==> config.mk <==
export PLATFORM = sky130hd
export DESIGN_NAME = timer_min_sec_up
export DESIGN_NICKNAME = d
export VERILOG_FILES = /design/src/rtl/timer_min_sec_up_pkg.sv /design/src/rtl/timer_min_sec_up_digit_up_counter.sv /design/src/rtl/timer_min_sec_up.sv
export SDC_FILE = /design/constraint.sdc
export NUM_CORES = 1
export LEC_CHECK = 0
export CAP_MARGIN = 20
export CORE_MARGIN = 5
export CORE_UTILIZATION = 43
export DETAILED_ROUTE_END_ITERATION = 12
export GPL_TIMING_DRIVEN = 0
export PLACE_DENSITY = 0.84
export SLEW_MARGIN = 20
export SYNTH_ARGS = -nofsm -noshare
export SYNTH_HDL_FRONTEND = slang
export SYNTH_SLANG_ARGS = --single-unit
==> constraint.sdc <==
create_clock -name clk -period 1.94 [get_ports clk]
set_input_delay 0.194 -clock clk [delete_from_list [all_inputs] [get_ports clk]]
set_output_delay 0.194 -clock clk [all_outputs]
set_load 0.005 [all_outputs]
==> src/rtl/timer_min_sec_up_pkg.sv <==
// Shared constants for the mm:ss up-counter: digit limits and preset field layout.
// Latency: n/a (constants only).
// Backpressure: n/a.
package timer_min_sec_up_pkg;

   // Largest legal value of each fixed-modulus digit
   localparam int SEC_ONES_MAX = 9;
   localparam int SEC_TENS_MAX = 5;
   localparam int MIN_ONES_MAX = 9;

   // Default modulus of the minute-tens digit (counts 00:00 .. 59:59)
   localparam int MIN_TENS_MOD_DEFAULT = 6;

   // Preset word layout: {min_tens[2:0], min_ones[3:0], sec_tens[2:0], sec_ones[3:0]}
   localparam int DATA_W       = 14;
   localparam int SEC_ONES_LSB = 0;
   localparam int SEC_ONES_W   = 4;
   localparam int SEC_TENS_LSB = 4;
   localparam int SEC_TENS_W   = 3;
   localparam int MIN_ONES_LSB = 7;
   localparam int MIN_ONES_W   = 4;
   localparam int MIN_TENS_LSB = 11;
   localparam int MIN_TENS_W   = 3;

endpackage

==> src/rtl/timer_min_sec_up_digit_up_counter.sv <==
// One modulo-MOD up-counting digit with synchronous clamped load and carry-out.
// Latency: load/increment visible one clk after the edge; tc is combinational.
// Backpressure: none; en is a single-cycle tick, load wins over en.
//
// Ports: clk, clearn (async active-low clear), loadn (sync active-low load),
//        en (increment tick), data (preset), q (digit value),
//        tc (en AND q == MOD-1, used as the next digit's en).
module digit_up_counter #(
   parameter int MOD   = 10,
   parameter int WIDTH = 4
) (
   input  logic             clk,
   input  logic             clearn,
   input  logic             loadn,
   input  logic             en,
   input  logic [WIDTH-1:0] data,
   output logic [WIDTH-1:0] q,
   output logic             tc
);

   localparam logic [WIDTH-1:0] MAXV = WIDTH'(MOD - 1);

   always_ff @(posedge clk or negedge clearn) begin
      if (!clearn) begin
         q <= '0;
      end else if (!loadn) begin
         // Out-of-range presets would leave the digit in an unreachable state
         q <= (data > MAXV) ? '0 : data;
      end else if (en) begin
         q <= (q == MAXV) ? '0 : q + WIDTH'(1);
      end
   end

   assign tc = en && (q == MAXV);

endmodule

==> src/rtl/timer_min_sec_up.sv <==
// Minutes:seconds BCD up-counter (mm:ss) built from four cascaded digit counters.
// Latency: one clk from load/en edge to digit outputs; tc and zero are combinational.
// Backpressure: none; every en tick is counted (or ignored at max when saturating).
//
// Ports: clk, clearn (async active-low clear), loadn (sync active-low preset),
//        en (1 Hz count tick), data (packed preset), sec_ones/sec_tens/min_ones/
//        min_tens (digits), tc (en AND count at maximum), zero (all digits 0).
// Build option: define TIMER_MIN_SEC_UP_SATURATE_EN to hold at the maximum count
//               instead of wrapping to 00:00.
module timer_min_sec_up
   import timer_min_sec_up_pkg::*;
#(
   parameter int MIN_TENS_MOD = MIN_TENS_MOD_DEFAULT
) (
   input  logic              clk,
   input  logic              clearn,
   input  logic              loadn,
   input  logic              en,
   input  logic [DATA_W-1:0] data,
   output logic [3:0]        sec_ones,
   output logic [2:0]        sec_tens,
   output logic [3:0]        min_ones,
   output logic [2:0]        min_tens,
   output logic              tc,
   output logic              zero
);

   logic count_en;
   logic so_tc;
   logic st_tc;
   logic mo_tc;
   logic mt_tc;

`ifdef TIMER_MIN_SEC_UP_SATURATE_EN
   logic at_max;
   assign at_max = (sec_ones == 4'(SEC_ONES_MAX)) &&
                   (sec_tens == 3'(SEC_TENS_MAX)) &&
                   (min_ones == 4'(MIN_ONES_MAX)) &&
                   (min_tens == 3'(MIN_TENS_MOD - 1));
   // Ticks are swallowed at the maximum so the chain never wraps; the chain's
   // own carry is then always 0 at max, so tc is rebuilt from en directly.
   assign count_en = en && !at_max;
   assign tc       = mt_tc || (en && at_max);
`else
   assign count_en = en;
   assign tc       = mt_tc;
`endif

   digit_up_counter #(.MOD(SEC_ONES_MAX + 1), .WIDTH(SEC_ONES_W)) u_sec_ones (
      .clk    (clk),
      .clearn (clearn),
      .loadn  (loadn),
      .en     (count_en),
      .data   (data[SEC_ONES_LSB +: SEC_ONES_W]),
      .q      (sec_ones),
      .tc     (so_tc)
   );

   digit_up_counter #(.MOD(SEC_TENS_MAX + 1), .WIDTH(SEC_TENS_W)) u_sec_tens (
      .clk    (clk),
      .clearn (clearn),
      .loadn  (loadn),
      .en     (so_tc),
      .data   (data[SEC_TENS_LSB +: SEC_TENS_W]),
      .q      (sec_tens),
      .tc     (st_tc)
   );

   digit_up_counter #(.MOD(MIN_ONES_MAX + 1), .WIDTH(MIN_ONES_W)) u_min_ones (
      .clk    (clk),
      .clearn (clearn),
      .loadn  (loadn),
      .en     (st_tc),
      .data   (data[MIN_ONES_LSB +: MIN_ONES_W]),
      .q      (min_ones),
      .tc     (mo_tc)
   );

   digit_up_counter #(.MOD(MIN_TENS_MOD), .WIDTH(MIN_TENS_W)) u_min_tens (
      .clk    (clk),
      .clearn (clearn),
      .loadn  (loadn),
      .en     (mo_tc),
      .data   (data[MIN_TENS_LSB +: MIN_TENS_W]),
      .q      (min_tens),
      .tc     (mt_tc)
   );

   assign zero = (sec_ones == 4'd0) && (sec_tens == 3'd0) &&
                 (min_ones == 4'd0) && (min_tens == 3'd0);

endmodule

Word-level counts from Yosys, hierarchy flattened:

Cells that the tools add are included.

* bits in registers: 14
* input port bits: 18
* output and inout bits: 16
* logic and storage cells: 47

* add/subtract/negate cells: 4
* magnitude comparators: 4
* equality and inequality tests: 8
* multiplexer cells: 16
* reductions and logical operators: 11

Operators by type and width (number)
* $mux 4: 8
* $mux 3: 8
* $add 4x1->4 const B: 2
* $eq 4x4->1 const B: 2
* $gt 4x4->1 const B: 2
* $logic_not 4->1: 2
* $ne 2x1->1 const B: 4
* $logic_and 1x1->1: 7
* $add 3x1->3 const B: 2
* $eq 3x3->1 const B: 2
* $gt 3x3->1 const B: 2
* $logic_not 3->1: 2

Depth between registers and ports, before layout:

* word-level depth: 6
* gate-level depth with buffers: 5
* depth with buffers taken out: 4

Hierarchy:

A second synthesis with hierarchy kept.

* cells, all modules: 95
* area, all modules: 897.1 µm²

By module, submodules not included
* digit_up_counter at u_min_ones ...: times used 2, cells each 28, area each 249.0 µm², seq. area each 100.1 µm²
* digit_up_counter at u_min_tens ...: times used 2, cells each 17, area each 183.9 µm², seq. area each 75.1 µm²
* timer_min_sec_up: times used 1, cells each 5, area each 31.3 µm², seq. area each 0.0 µm²

Worst setup path after synthesis:

OpenSTA, ideal clock, no wires.

* path type: register -> register
* start point: reg u_sec_ones.q[1]
* end point: reg u_min_ones.q[3]
* library setup time: 0.124 ns
* arrival: 1.378 ns
* data required time: 1.816 ns
* path slack: 0.438 ns
* stages on the path, launching flop included: 5
* buffers on the path: 0
* clock period less this slack: 1.502 ns
* cell sequence: dfrtp_1 > and4bb_4 > nand3_4 > o211a_1 > a211o_1

* longest elaborated chain between the ends: 4

Ends and longest elaborated chain
* from (decl): RTL line timer_min_sec_up_digit_up_counter.sv:17 `output logic [WIDTH-1:0] q,`
* from (signal assigned): RTL line timer_min_sec_up_digit_up_counter.sv:28 `q <= (data > MAXV) ? '0 : data;`
* from (signal assigned): RTL line timer_min_sec_up_digit_up_counter.sv:30 `q <= (q == MAXV) ? '0 : q + WIDTH'(1);`
* $eq 4x4->1: RTL line timer_min_sec_up_digit_up_counter.sv:34 `assign tc = en && (q == MAXV);`
* $logic_and 1x1->1 (2 in series): RTL line timer_min_sec_up_digit_up_counter.sv:34
* $ne 2x1->1 (no line)
* to (signal assigned): RTL line timer_min_sec_up_digit_up_counter.sv:28
* to (signal assigned): RTL line timer_min_sec_up_digit_up_counter.sv:30
* to (decl): RTL line timer_min_sec_up_digit_up_counter.sv:17

Every way passes these cells.
A chain may end at the register's enable or synchronous reset.

Worst setup path in the final report:

* start point: reg u_sec_ones.q[2]
* end point: out tc

* longest elaborated chain between the ends: 5

Ends and longest elaborated chain
* $eq 4x4->1: RTL line timer_min_sec_up_digit_up_counter.sv:34
* $logic_and 1x1->1 (4 in series): RTL line timer_min_sec_up_digit_up_counter.sv:34
* to (decl): RTL line timer_min_sec_up.sv:24 `output logic tc,`

Every way passes these cells.

==> run summary <==
Outcome = completed
Most frequent cells in the layout = 30 x clkdlybuf4s50_1, 10 x nand2_1, 10 x o21ai_0
DRC viols = 0
GR Overflow Total = 0
Layout cells sized above 1 = 20.1%
Starting Density = 46.1%
Routed wire per std cell = 15.3 um
I/O pins = 34
Antenna viol nets, final = 0
GRT Total Usage = 16.3%
Startpoint class of the critical path = flop
Port Buf Inserts = 33
Post-synthesis instance area = 923 um^2
Pwr dens = 580 nW/um^2
Core ar. = 2000 um^2
Largest net degree at the start of global routing = 15
Die Footprint = 3170 um^2
Tmin final = 1.84 ns
Commonest non-fill, non-tap cell in the layout = clkdlybuf4s50_1
RD Place Congestion = 0.818
FF+latch area = 358 um^2
CP startpoint = u_sec_ones.q[2]$_DFFE_PN0P_
P_leak = 0.572 nW
Post-synth cell types = 33
Final Non-Filler Cells = 171
Chip height = 56.3 um
Iteration-0 DRC Markers = 20
Clock Pin Slew Worst Setup and Hold Paths = 0.08 ns
Syn nets = 116
DP Worst Slack = -0.204 ns
Cts hold-fix bufs = 0
HP Class = in2async
Worst ir drop on vdd = 0.449 mV
Post-synth EDFFs = 0
Predominant post-synthesis flop cell = dfrtp_1
Multi-input gate area = 553 um^2
Yosys reg bits = 14
Placed cell count = 158
WP data required = 1.75 ns
CTS tree = yes
CP endpoint kind = output port
Vias in the first global route = 890
Worst path arrival time = 1.64 ns
Worst Clk Skew = 0.00519 ns
Worst hold slack = 0.303 ns
Async set or reset register ratio after synthesis = 100%
Syn Area/Cell = 9.42 um^2
CTS root buf = clkbuf_4
Filler cell count in the final layout = 156
Worst flop-to-flop path startpoint = u_sec_ones.q[1]$_DFFE_PN0P_
Std cell rows = 16
Slew @ Worst Pin = 0.639 ns
Antenna Diode Count = 0
Max-cap violations = 0
Synth Warn # = 0
CP Class = reg2out
CTS Sinks = 14
Number of antenna violations at the first check in global routing = 0
First-pass GRT wire length = 4.18 mm
CP max FO = 7
RSZ-0062 raised after global routing = no
First-pass detailed-route iteration total = 4
Part of the cycle the worst path needs = 94.7%
Htree depth = 1
Worst-Skew Late Latency = 0.28 ns
FMAX = 0.544 GHz
Final setup fails = 0
Setup WS post-layout = 0.102 ns
Slew margin rel. = 57.3%
DIE WIDTH = 56.3 um
TritonCTS Buffers = 3
Syn-to-layout area delta = 51.4%
Hpwl dp = 1.84 mm
Register area share after synthesis = 37.9%
Final #Nets = 163
Vias/cell = 5.46
Design area = 1400 um^2
Final hold violations = 0
Placement Cell Area = 1290 um^2
Synthesized instance count = 98
Drt total wl = 2.61 mm
Via count = 934
Pins Over Slew Limit = 0
Clock Tree Buf Depth = 2
==> state kept, by name, summed over array words and instances (netlist names) <==
register / cells
u_min_ones.q: 4
u_sec_tens.q: 3
u_min_tens.q: 3
u_sec_ones.q: 4
==> through the flow <==
stage | utilization, % | setup TNS [ns] | total power [mW]
after floorplan | - | 0 | 0.447
after global placement | 64.3 | -0.233 | 0.569
after detailed placement | 64.3 | -0.254 | 0.574
after CTS | 69.3 | 0 | 0.804
after global routing | 69.8 | 0 | 0.855
final | 69.8 | 0 | 0.810
==> worst max-delay path: stages, from the launching register on <==
cell	delay [ns]
dfrtp_1	0.39
and4b_1	0.26
buf_6	0.15
nand4_4	0.12
nor3b_1	0.19
dlygate4sd2_1	0.25
==> cells in the mapped netlist (3+ instances only) <==
library cell,n,share of area [%]
o21ai_0,10,5.4
clkbuf_1,3,1.2
nand3_1,7,3.8
nor2_1,6,2.4
nand2_1,10,4.1
nor2b_1,5,3.4
a311o_1,3,3.3
nor3b_1,4,3.3
nor4_1,3,2.0
dfrtp_1,14,38
xor2_1,4,3.8
==> final timing paths <==
check | slack, ns | cells past startpoint | to
worst max-delay path | 0.10 | 5 | tc
worst max register to register | 0.32 | 5 | u_min_ones.q[3]$_DFFE_PN0P_
worst min register to register | 0.62 | 1 | u_sec_tens.q[2]$_DFFE_PN0P_
worst min-delay path | 0.30 | 1 | u_sec_ones.q[2]$_DFFE_PN0P_
min in group clk | 0.44 | 3 | u_sec_ones.q[0]$_DFFE_PN0P_
max in group asynchronous | 1.19 | 1 | u_sec_ones.q[0]$_DFFE_PN0P_
==> what timing repair did <==
item,CTS,global route
setup endpoints to repair,2,1
pin swaps,2,0
resized for setup,10,2
setup buffers,7,2
==> routing by layer <==
metal / global-route usage [%] / routed length (um) / up-vias
met2: 27.0 / 1240 / 27
li1: - / - / 465
met3: 3.90 / 150 / 2
met5: 0 / 0 / -
met1: 20.9 / 1190 / 440
met4: 5.08 / 27 / 0
==> power by group <==
part           internal [mW]  leakage, nW  switching (mW)  total [mW]
Combinational          0.146        0.377           0.105       0.252
Sequential             0.321        0.173          0.0309       0.352
Clock                  0.114       0.0210          0.0924       0.207
Total                  0.581        0.572           0.229       0.810
==> final cells by class <==
class	count	share of cell area [%]
repair buffers	42	27.9
clock buffers	4	2.60
multi-input cells	79	39.6
plain buffers	4	1.61
well taps	27	2.42
inverters	1	0.269
flip-flops and latches	14	25.6
==> logic make-up after synthesis <==
logic type | synth area share [%]
simple gates | 36.2
compound gates | 15.2
flops | 37.9
xor+xnor | 5.69
buf+inv | 2.84
mux | 2.17
No activity file was read; power rests on OpenSTA's default activity.
